===== src/rtl/bcd_key_sequencer_if.sv =====
`default_nettype none
// ============================================================================
//  Module      : bcd_key_sequencer_if
//  Description : Key handshake and adder-side bus of the BCD key sequencer.
//                The master side supplies key codes and the adder result; the
//                slave side (the sequencer) returns ready, operands and display.
//  Revision    : 1.0 - initial release
// ============================================================================
interface bcd_key_sequencer_if #(
    parameter int DIGITS = 2
);
    localparam int c_WIDTH = 4 * DIGITS;

    logic               key_valid;
    logic               key_ready;
    logic [3:0]         key_code;
    logic [c_WIDTH-1:0] sum;
    logic [c_WIDTH-1:0] a;
    logic [c_WIDTH-1:0] b;
    logic               sub;
    logic               op_valid;
    logic [c_WIDTH-1:0] display;

    // Keypad/adder environment
    modport master (
        output key_valid, key_code, sum,
        input  key_ready, a, b, sub, op_valid, display
    );

    // Key sequencer
    modport slave (
        input  key_valid, key_code, sum,
        output key_ready, a, b, sub, op_valid, display
    );
endinterface
`default_nettype wire


===== src/rtl/bcd_key_sequencer.sv =====
`default_nettype none
// ============================================================================
//  Module      : bcd_key_sequencer
//  Description : Operand-entry stage for the BCD adder/subtractor. Collects
//                key codes into operands A and B, fires the adder for one
//                cycle on '=', captures the result as the new accumulator and
//                keeps a registered display value.
//  Revision    : 1.0 - initial release
// ============================================================================
module bcd_key_sequencer #(
    parameter int DIGITS    = 2,
    parameter bit REPEAT_EQ = 1'b1
) (
    input  wire logic          clk,
    input  wire logic          rst,
    bcd_key_sequencer_if.slave bus_if
);

    localparam int              c_WIDTH    = 4 * DIGITS;
    localparam int              c_NDW      = $clog2(DIGITS + 1);
    localparam logic [c_NDW-1:0] c_NDIG_MAX = c_NDW'(DIGITS);

    localparam logic [3:0] c_KEY_DIGIT_MAX = 4'd9;
    localparam logic [3:0] c_KEY_PLUS      = 4'd10;
    localparam logic [3:0] c_KEY_MINUS     = 4'd11;
    localparam logic [3:0] c_KEY_EQUALS    = 4'd12;
    localparam logic [3:0] c_KEY_CLEAR     = 4'd13;

    typedef enum logic [1:0] {
        ST_ENTER_A = 2'd0,
        ST_ENTER_B = 2'd1,
        ST_EXEC    = 2'd2,
        ST_SHOW    = 2'd3
    } state_t;

    state_t             state_q, state_d;
    logic [c_WIDTH-1:0] a_q, a_d;
    logic [c_WIDTH-1:0] b_q, b_d;
    logic [c_WIDTH-1:0] disp_q, disp_d;
    logic               sub_q, sub_d;
    logic [c_NDW-1:0]   ndig_q, ndig_d;

    logic               w_accept;
    logic               w_is_digit;
    logic               w_is_op;
    logic               w_is_eq;
    logic               w_room;
    logic               w_update;
    logic [c_WIDTH+3:0] w_a_cat;
    logic [c_WIDTH+3:0] w_b_cat;
    logic [c_WIDTH-1:0] w_a_shift;
    logic [c_WIDTH-1:0] w_b_shift;
    logic [c_WIDTH-1:0] w_digit_ext;

    // Keys are only taken outside the single adder-capture cycle
    assign bus_if.key_ready = (state_q != ST_EXEC);
    assign bus_if.op_valid  = (state_q == ST_EXEC);
    assign bus_if.a         = a_q;
    assign bus_if.b         = b_q;
    assign bus_if.sub       = sub_q;
    assign bus_if.display   = disp_q;

    assign w_accept    = bus_if.key_valid && (state_q != ST_EXEC);
    assign w_is_digit  = (bus_if.key_code <= c_KEY_DIGIT_MAX);
    assign w_is_op     = (bus_if.key_code == c_KEY_PLUS) || (bus_if.key_code == c_KEY_MINUS);
    assign w_is_eq     = (bus_if.key_code == c_KEY_EQUALS);
    assign w_room      = (ndig_q < c_NDIG_MAX);

    // Shift the new digit in at the least significant end; the oldest digit
    // can never fall off because entry stops once the operand is full.
    assign w_a_cat     = {a_q, bus_if.key_code};
    assign w_b_cat     = {b_q, bus_if.key_code};
    assign w_a_shift   = w_a_cat[c_WIDTH-1:0];
    assign w_b_shift   = w_b_cat[c_WIDTH-1:0];
    assign w_digit_ext = c_WIDTH'(bus_if.key_code);

    // Next-state and operand update for an accepted key or the capture cycle
    always_comb begin
        state_d  = state_q;
        a_d      = a_q;
        b_d      = b_q;
        sub_d    = sub_q;
        ndig_d   = ndig_q;
        w_update = 1'b0;

        if (state_q == ST_EXEC) begin
            // Adder result becomes the accumulator for chaining
            w_update = 1'b1;
            a_d      = bus_if.sum;
            ndig_d   = '0;
            state_d  = ST_SHOW;
        end else if (w_accept) begin
            w_update = 1'b1;
            if (bus_if.key_code == c_KEY_CLEAR) begin
                state_d = ST_ENTER_A;
                a_d     = '0;
                b_d     = '0;
                sub_d   = 1'b0;
                ndig_d  = '0;
            end else begin
                case (state_q)
                    ST_ENTER_A: begin
                        if (w_is_digit) begin
                            if (w_room) begin
                                a_d    = w_a_shift;
                                ndig_d = ndig_q + c_NDW'(1);
                            end
                        end else if (w_is_op) begin
                            sub_d   = (bus_if.key_code == c_KEY_MINUS);
                            b_d     = '0;
                            ndig_d  = '0;
                            state_d = ST_ENTER_B;
                        end
                    end
                    ST_ENTER_B: begin
                        if (w_is_digit) begin
                            if (w_room) begin
                                b_d    = w_b_shift;
                                ndig_d = ndig_q + c_NDW'(1);
                            end
                        end else if (w_is_op) begin
                            sub_d = (bus_if.key_code == c_KEY_MINUS);
                        end else if (w_is_eq) begin
                            state_d = ST_EXEC;
                        end
                    end
                    ST_SHOW: begin
                        if (w_is_digit) begin
                            // A fresh number replaces the shown result
                            a_d     = w_digit_ext;
                            ndig_d  = c_NDW'(1);
                            state_d = ST_ENTER_A;
                        end else if (w_is_op) begin
                            sub_d   = (bus_if.key_code == c_KEY_MINUS);
                            b_d     = '0;
                            ndig_d  = '0;
                            state_d = ST_ENTER_B;
                        end else if (w_is_eq && REPEAT_EQ) begin
                            state_d = ST_EXEC;
                        end
                    end
                    default: begin
                    end
                endcase
            end
        end
    end

    // Display tracks the operand being edited; it holds its value while the
    // adder is being driven and picks up the result on the capture edge.
    always_comb begin
        disp_d = disp_q;
        if (w_update && (state_d != ST_EXEC)) begin
            if ((state_d == ST_ENTER_B) && (ndig_d != '0)) begin
                disp_d = b_d;
            end else begin
                disp_d = a_d;
            end
        end
    end

    // State and operand registers with asynchronous clear
    always_ff @(posedge clk or posedge rst) begin
        if (rst) begin
            state_q <= ST_ENTER_A;
            a_q     <= '0;
            b_q     <= '0;
            sub_q   <= 1'b0;
            ndig_q  <= '0;
            disp_q  <= '0;
        end else begin
            state_q <= state_d;
            a_q     <= a_d;
            b_q     <= b_d;
            sub_q   <= sub_d;
            ndig_q  <= ndig_d;
            disp_q  <= disp_d;
        end
    end

endmodule
`default_nettype wire


===== src/flat_wrapper.sv =====
// flat-port wrapper written by rule: the top's interface ports become plain ports
module bcd_key_sequencer_flat 
#(
    parameter int DIGITS    = 2,
    parameter bit REPEAT_EQ = 1'b1
)
  (clk, rst, bus_if_key_valid, bus_if_key_code, bus_if_sum, bus_if_key_ready, bus_if_a, bus_if_b, bus_if_sub, bus_if_op_valid, bus_if_display);
  bcd_key_sequencer_if #(.DIGITS(DIGITS)) bus_if_i ();
  input  wire logic clk;
  input  wire logic rst;
  input wire logic [$bits(bus_if_i.key_valid)-1:0] bus_if_key_valid;
  input wire logic [$bits(bus_if_i.key_code)-1:0] bus_if_key_code;
  input wire logic [$bits(bus_if_i.sum)-1:0] bus_if_sum;
  output wire logic [$bits(bus_if_i.key_ready)-1:0] bus_if_key_ready;
  output wire logic [$bits(bus_if_i.a)-1:0] bus_if_a;
  output wire logic [$bits(bus_if_i.b)-1:0] bus_if_b;
  output wire logic [$bits(bus_if_i.sub)-1:0] bus_if_sub;
  output wire logic [$bits(bus_if_i.op_valid)-1:0] bus_if_op_valid;
  output wire logic [$bits(bus_if_i.display)-1:0] bus_if_display;
  assign bus_if_i.key_valid = bus_if_key_valid;
  assign bus_if_i.key_code = bus_if_key_code;
  assign bus_if_i.sum = bus_if_sum;
  assign bus_if_key_ready = bus_if_i.key_ready;
  assign bus_if_a = bus_if_i.a;
  assign bus_if_b = bus_if_i.b;
  assign bus_if_sub = bus_if_i.sub;
  assign bus_if_op_valid = bus_if_i.op_valid;
  assign bus_if_display = bus_if_i.display;
  bcd_key_sequencer #(.DIGITS(DIGITS), .REPEAT_EQ(REPEAT_EQ)) u_core (.clk(clk), .rst(rst), .bus_if(bus_if_i));
endmodule

===== config.mk =====
export PLATFORM = sky130hd
export DESIGN_NAME = bcd_key_sequencer_flat
export DESIGN_NICKNAME = d
export VERILOG_FILES = /design/src/rtl/bcd_key_sequencer_if.sv /design/src/rtl/bcd_key_sequencer.sv /design/src/flat_wrapper.sv
export SDC_FILE = /design/constraint.sdc
export NUM_CORES = 1
export LEC_CHECK = 0
export BUFFER_PORTS_ARGS = -buffer_cell sky130_fd_sc_hd__buf_2
export CAP_MARGIN = 20
export CORE_MARGIN = 1
export CORE_UTILIZATION = 54
export CTS_BUF_LIST = sky130_fd_sc_hd__clkbuf_16
export DETAILED_ROUTE_END_ITERATION = 10
export MAX_ROUTING_LAYER = met4
export PLACE_DENSITY_LB_ADDON = 0.2
export SYNTH_ARGS = -nofsm -noshare
export SYNTH_HDL_FRONTEND = slang
export SYNTH_SLANG_ARGS = --single-unit

===== constraint.sdc =====
create_clock -name clk -period 3.1 [get_ports clk]
set_clock_uncertainty 0.1 [all_clocks]
set_input_delay 0 -clock clk [delete_from_list [all_inputs] [get_ports clk]]
set_output_delay 0 -clock clk [all_outputs]
set_load 0.01 [all_outputs]

==> flow_summary.json <==
{
  "status": "finished, final reports clean",
  "syn2layout_area_growth_pct": 29.56,
  "reg2reg_depth": 8,
  "syn-num-nets": 215,
  "io_pins": 42,
  "netlist_area_um2": 1871,
  "drt_pass1_iterations": 4,
  "dp_hpwl_mm": 3.515,
  "grt_start_max_net_pins": 30,
  "final_common_cell": "buf_2",
  "grt_util_met1": 0.3805,
  "overflow": 0,
  "p_clk_frac": 0.234,
  "grt_pass1_vias": 1710,
  "netlist.top_cell.by_area": "dfrtp_1",
  "die_x_um": 60.86,
  "rsz0062_at_grt": "false",
  "cts_buffer_depth": 2,
  "grt_use_met3": 0.07676,
  "async_flop_share": 1.000,
  "antenna_left": 0,
  "p_seq_frac": 0.248,
  "port_buffers": 41,
  "rr_endpoint": "u_core.bus_if.display[5]",
  "hp-class": "in2reg",
  "path_class": "reg2reg",
  "die_h_um": 60.86,
  "min_period_ns": 2.879,
  "finalWirelength_mm": 5.187,
  "wl_per_cell_um": 17.46,
  "holdWs_ns": 0.03080,
  "stdcell_count": 297,
  "coreArea_um2": 3337,
  "place_ws_ns": 0.2780,
  "p_sw_frac": 0.3933,
  "initial_core_util": 0.5606,
  "r2r_slack_ns": 0.22,
  "leakagePower_nw": 1.191,
  "cp.required_ns": 3.16,
  "grt_pass1_wl_mm": 8.045,
  "diodes": 0,
  "post-route-period-util": 0.9286,
  "yosysSeqAreaShare": 0.3880,
  "internal_power_mw": 1.619,
  "finalWorstSetupSlack_ns": 0.2213,
  "fp-row-count": 21,
  "synthCells": 195,
  "drive_gt1_frac": 0.2988,
  "use_met2": 0.5118,
  "yosysWarningCount": 0,
  "antenna_found_initial": 0,
  "maxCapViolCount": 0,
  "utilization": 0.7263,
  "dp.cells": 279,
  "fin_nets": 270,
  "startpoint": "u_core.state_q[0]",
  "finalMaxSlewViolations": 0,
  "yosysTopAreaCellShare": 0.3880,
  "final_hold_viol_count": 0,
  "maxSlewHeadroom": 0.6078,
  "crit_fanout": 11,
  "crit_path_end_kind": "flop",
  "cts_tree": "built",
  "tns_ns": 0,
  "die_area_um2": 3703,
  "syn_avg_cell_area_um2": 9.593,
  "ys_top_cells_by_area": "dfrtp_1 (39%), mux2_2 (5.4%), nand2_1 (4.0%), ha_1 (3.3%), inv_1 (3.0%)",
  "max_freq_mhz": 347.4,
  "clock_sinks": 29,
  "r2r_start": "u_core.state_q[0]",
  "drtIter0Drc": 111,
  "globalRoute.busiestLayer": "met2",
  "synth_top_flop_cell": "dfrtp_1",
  "crit_end": "u_core.bus_if.display[5]",
  "synth_cell_type_count": 55,
  "finalSetupViolCount": 0,
  "grt_use_total": 0.3135,
  "cts_resized": 0,
  "layout_common_cells": "buf_2 (41), dfrtp_1 (29), nand2_1 (20)",
  "p_switching_mw": 1.050,
  "fillers": 285,
  "ir_drop_mv": 0.5482,
  "cts_buffers": 5,
  "cellPowerDensity_nw_per_um2": 1101,
  "num_vias": 1765,
  "h-tree-depth": 2,
  "clk-insertion-delay-late_ns": 0.27,
  "gp_congestion": 0.9108,
  "start_kind": "flop",
  "worst_pin_slew_ns": 0.5883,
  "cp.arrival_ns": 2.94,
  "pwr-share-comb": 0.517,
  "ys_ff_latch": 29,
  "cts.clk_slew.worst_paths_ns": 0.05,
  "drc": 0,
  "cts_root_buf": "clkbuf_16",
  "viasPerCell": 5.943,
  "synth_edf_count": 0
}
==> critical path, stage by stage, from the launching register on <==
cell      delay [ns]
dfrtp_1         0.44
inv_1           0.12
ha_1            0.35
nand2b_1        0.20
nor3_1          0.08
a221o_1         0.38
o211ai_4        0.43
mux2_2          0.40
mux2_2          0.25
==> timing repair <==
action,CTS,global route
endpoints found under the hold margin,37,0
setup buffers,0,0
hold buffers,9,0
==> power groups by stage <==
stage                     Clock (mW)  Combinational, mW  Sequential [mW]
after floorplan                    0              0.868            0.715
after global placement             0               1.32            0.652
after detailed placement           0               1.34            0.664
after CTS                      0.630               1.36            0.662
after global routing           0.651               1.50            0.682
final                          0.625               1.38            0.663
==> sequential cells by signal, summed over array words and instances (netlist names) <==
register,cells
u_core.bus_if.b,8
u_core.bus_if.a,8
u_core.state_q,2
u_core.bus_if.sub,1
u_core.ndig_q,2
u_core.bus_if.display,8
==> worst min-delay path by stage <==
stage | cells past startpoint | endpoint | from | slack [ns]
global placement | 3 | u_core.bus_if.a[1] | bus_if_sum[1] | 0.17
floorplan | 1 | u_core.bus_if.a[0] | rst | -0.02
detailed placement | 2 | u_core.bus_if.a[3] | bus_if_sum[3] | 0.17
CTS | 3 | u_core.bus_if.sub | bus_if_key_code[1] | 0.03
global route | 3 | u_core.bus_if.a[0] | bus_if_key_code[0] | 0.06
finish | 3 | u_core.bus_if.a[0] | bus_if_key_code[0] | 0.03
==> logic make-up after synthesis <==
| kind of cell | after synthesis | share of synthesized area |
|---|---|---|
| DFF | 29 | 0.3880 |
| buffers and inverters | 26 | 0.06488 |
| muxes | 16 | 0.09298 |
| and+or+nand+nor | 67 | 0.1893 |
| adders and majority gates | 5 | 0.03344 |
| AOI/OAI and AO/OA | 52 | 0.2314 |
==> metrics by stage <==
stage / power, mW / area, µm²
after floorplan: 1.583 / 1871
after global placement: 1.969 / 2128
after detailed placement: 2.003 / 2128
after CTS: 2.654 / 2409
after global routing: 2.834 / 2424
final: 2.669 / 2424
==> routing by layer <==
metal | wire [µm] | vias to the layer above
li1 | - | 823
met1 | 2092 | 854
met2 | 2627 | 80
met3 | 416 | 8
met4 | 51 | 0
met5 | 0 | -
==> cell usage after synthesis, types with 2 or more instances <==
cell and instances:
a21o_1 2, a21oi_1 8, a221o_1 5, a222oi_1 3
a31oi_1 2, and2_1 4, and3_1 3, buf_2 4
buf_6 2, clkbuf_1 3, dfrtp_1 29, ha_1 5
inv_1 15, mux2_1 2, mux2_2 9, mux2i_1 5
nand2_1 20, nand2b_1 2, nand3_1 3, nand3b_1 2
nand4_1 2, nor2_1 10, nor2b_1 5, nor3_1 5
nor3b_1 2, nor4_1 2, o211ai_1 5, o21a_1 4
o21ai_0 6
==> cell type report <==
cell class / count / area, µm² / share of cell area
multi-input combinational: 140 / 1023 / 0.4223
sequential: 29 / 725.7 / 0.2994
timing repair buffer: 59 / 370.4 / 0.1528
clock buffer: 5 / 125.1 / 0.05163
clock inverter: 3 / 65.06 / 0.02685
tap: 46 / 57.56 / 0.02375
inverter: 15 / 56.30 / 0.02323
(Power assumes the default switching activity.)
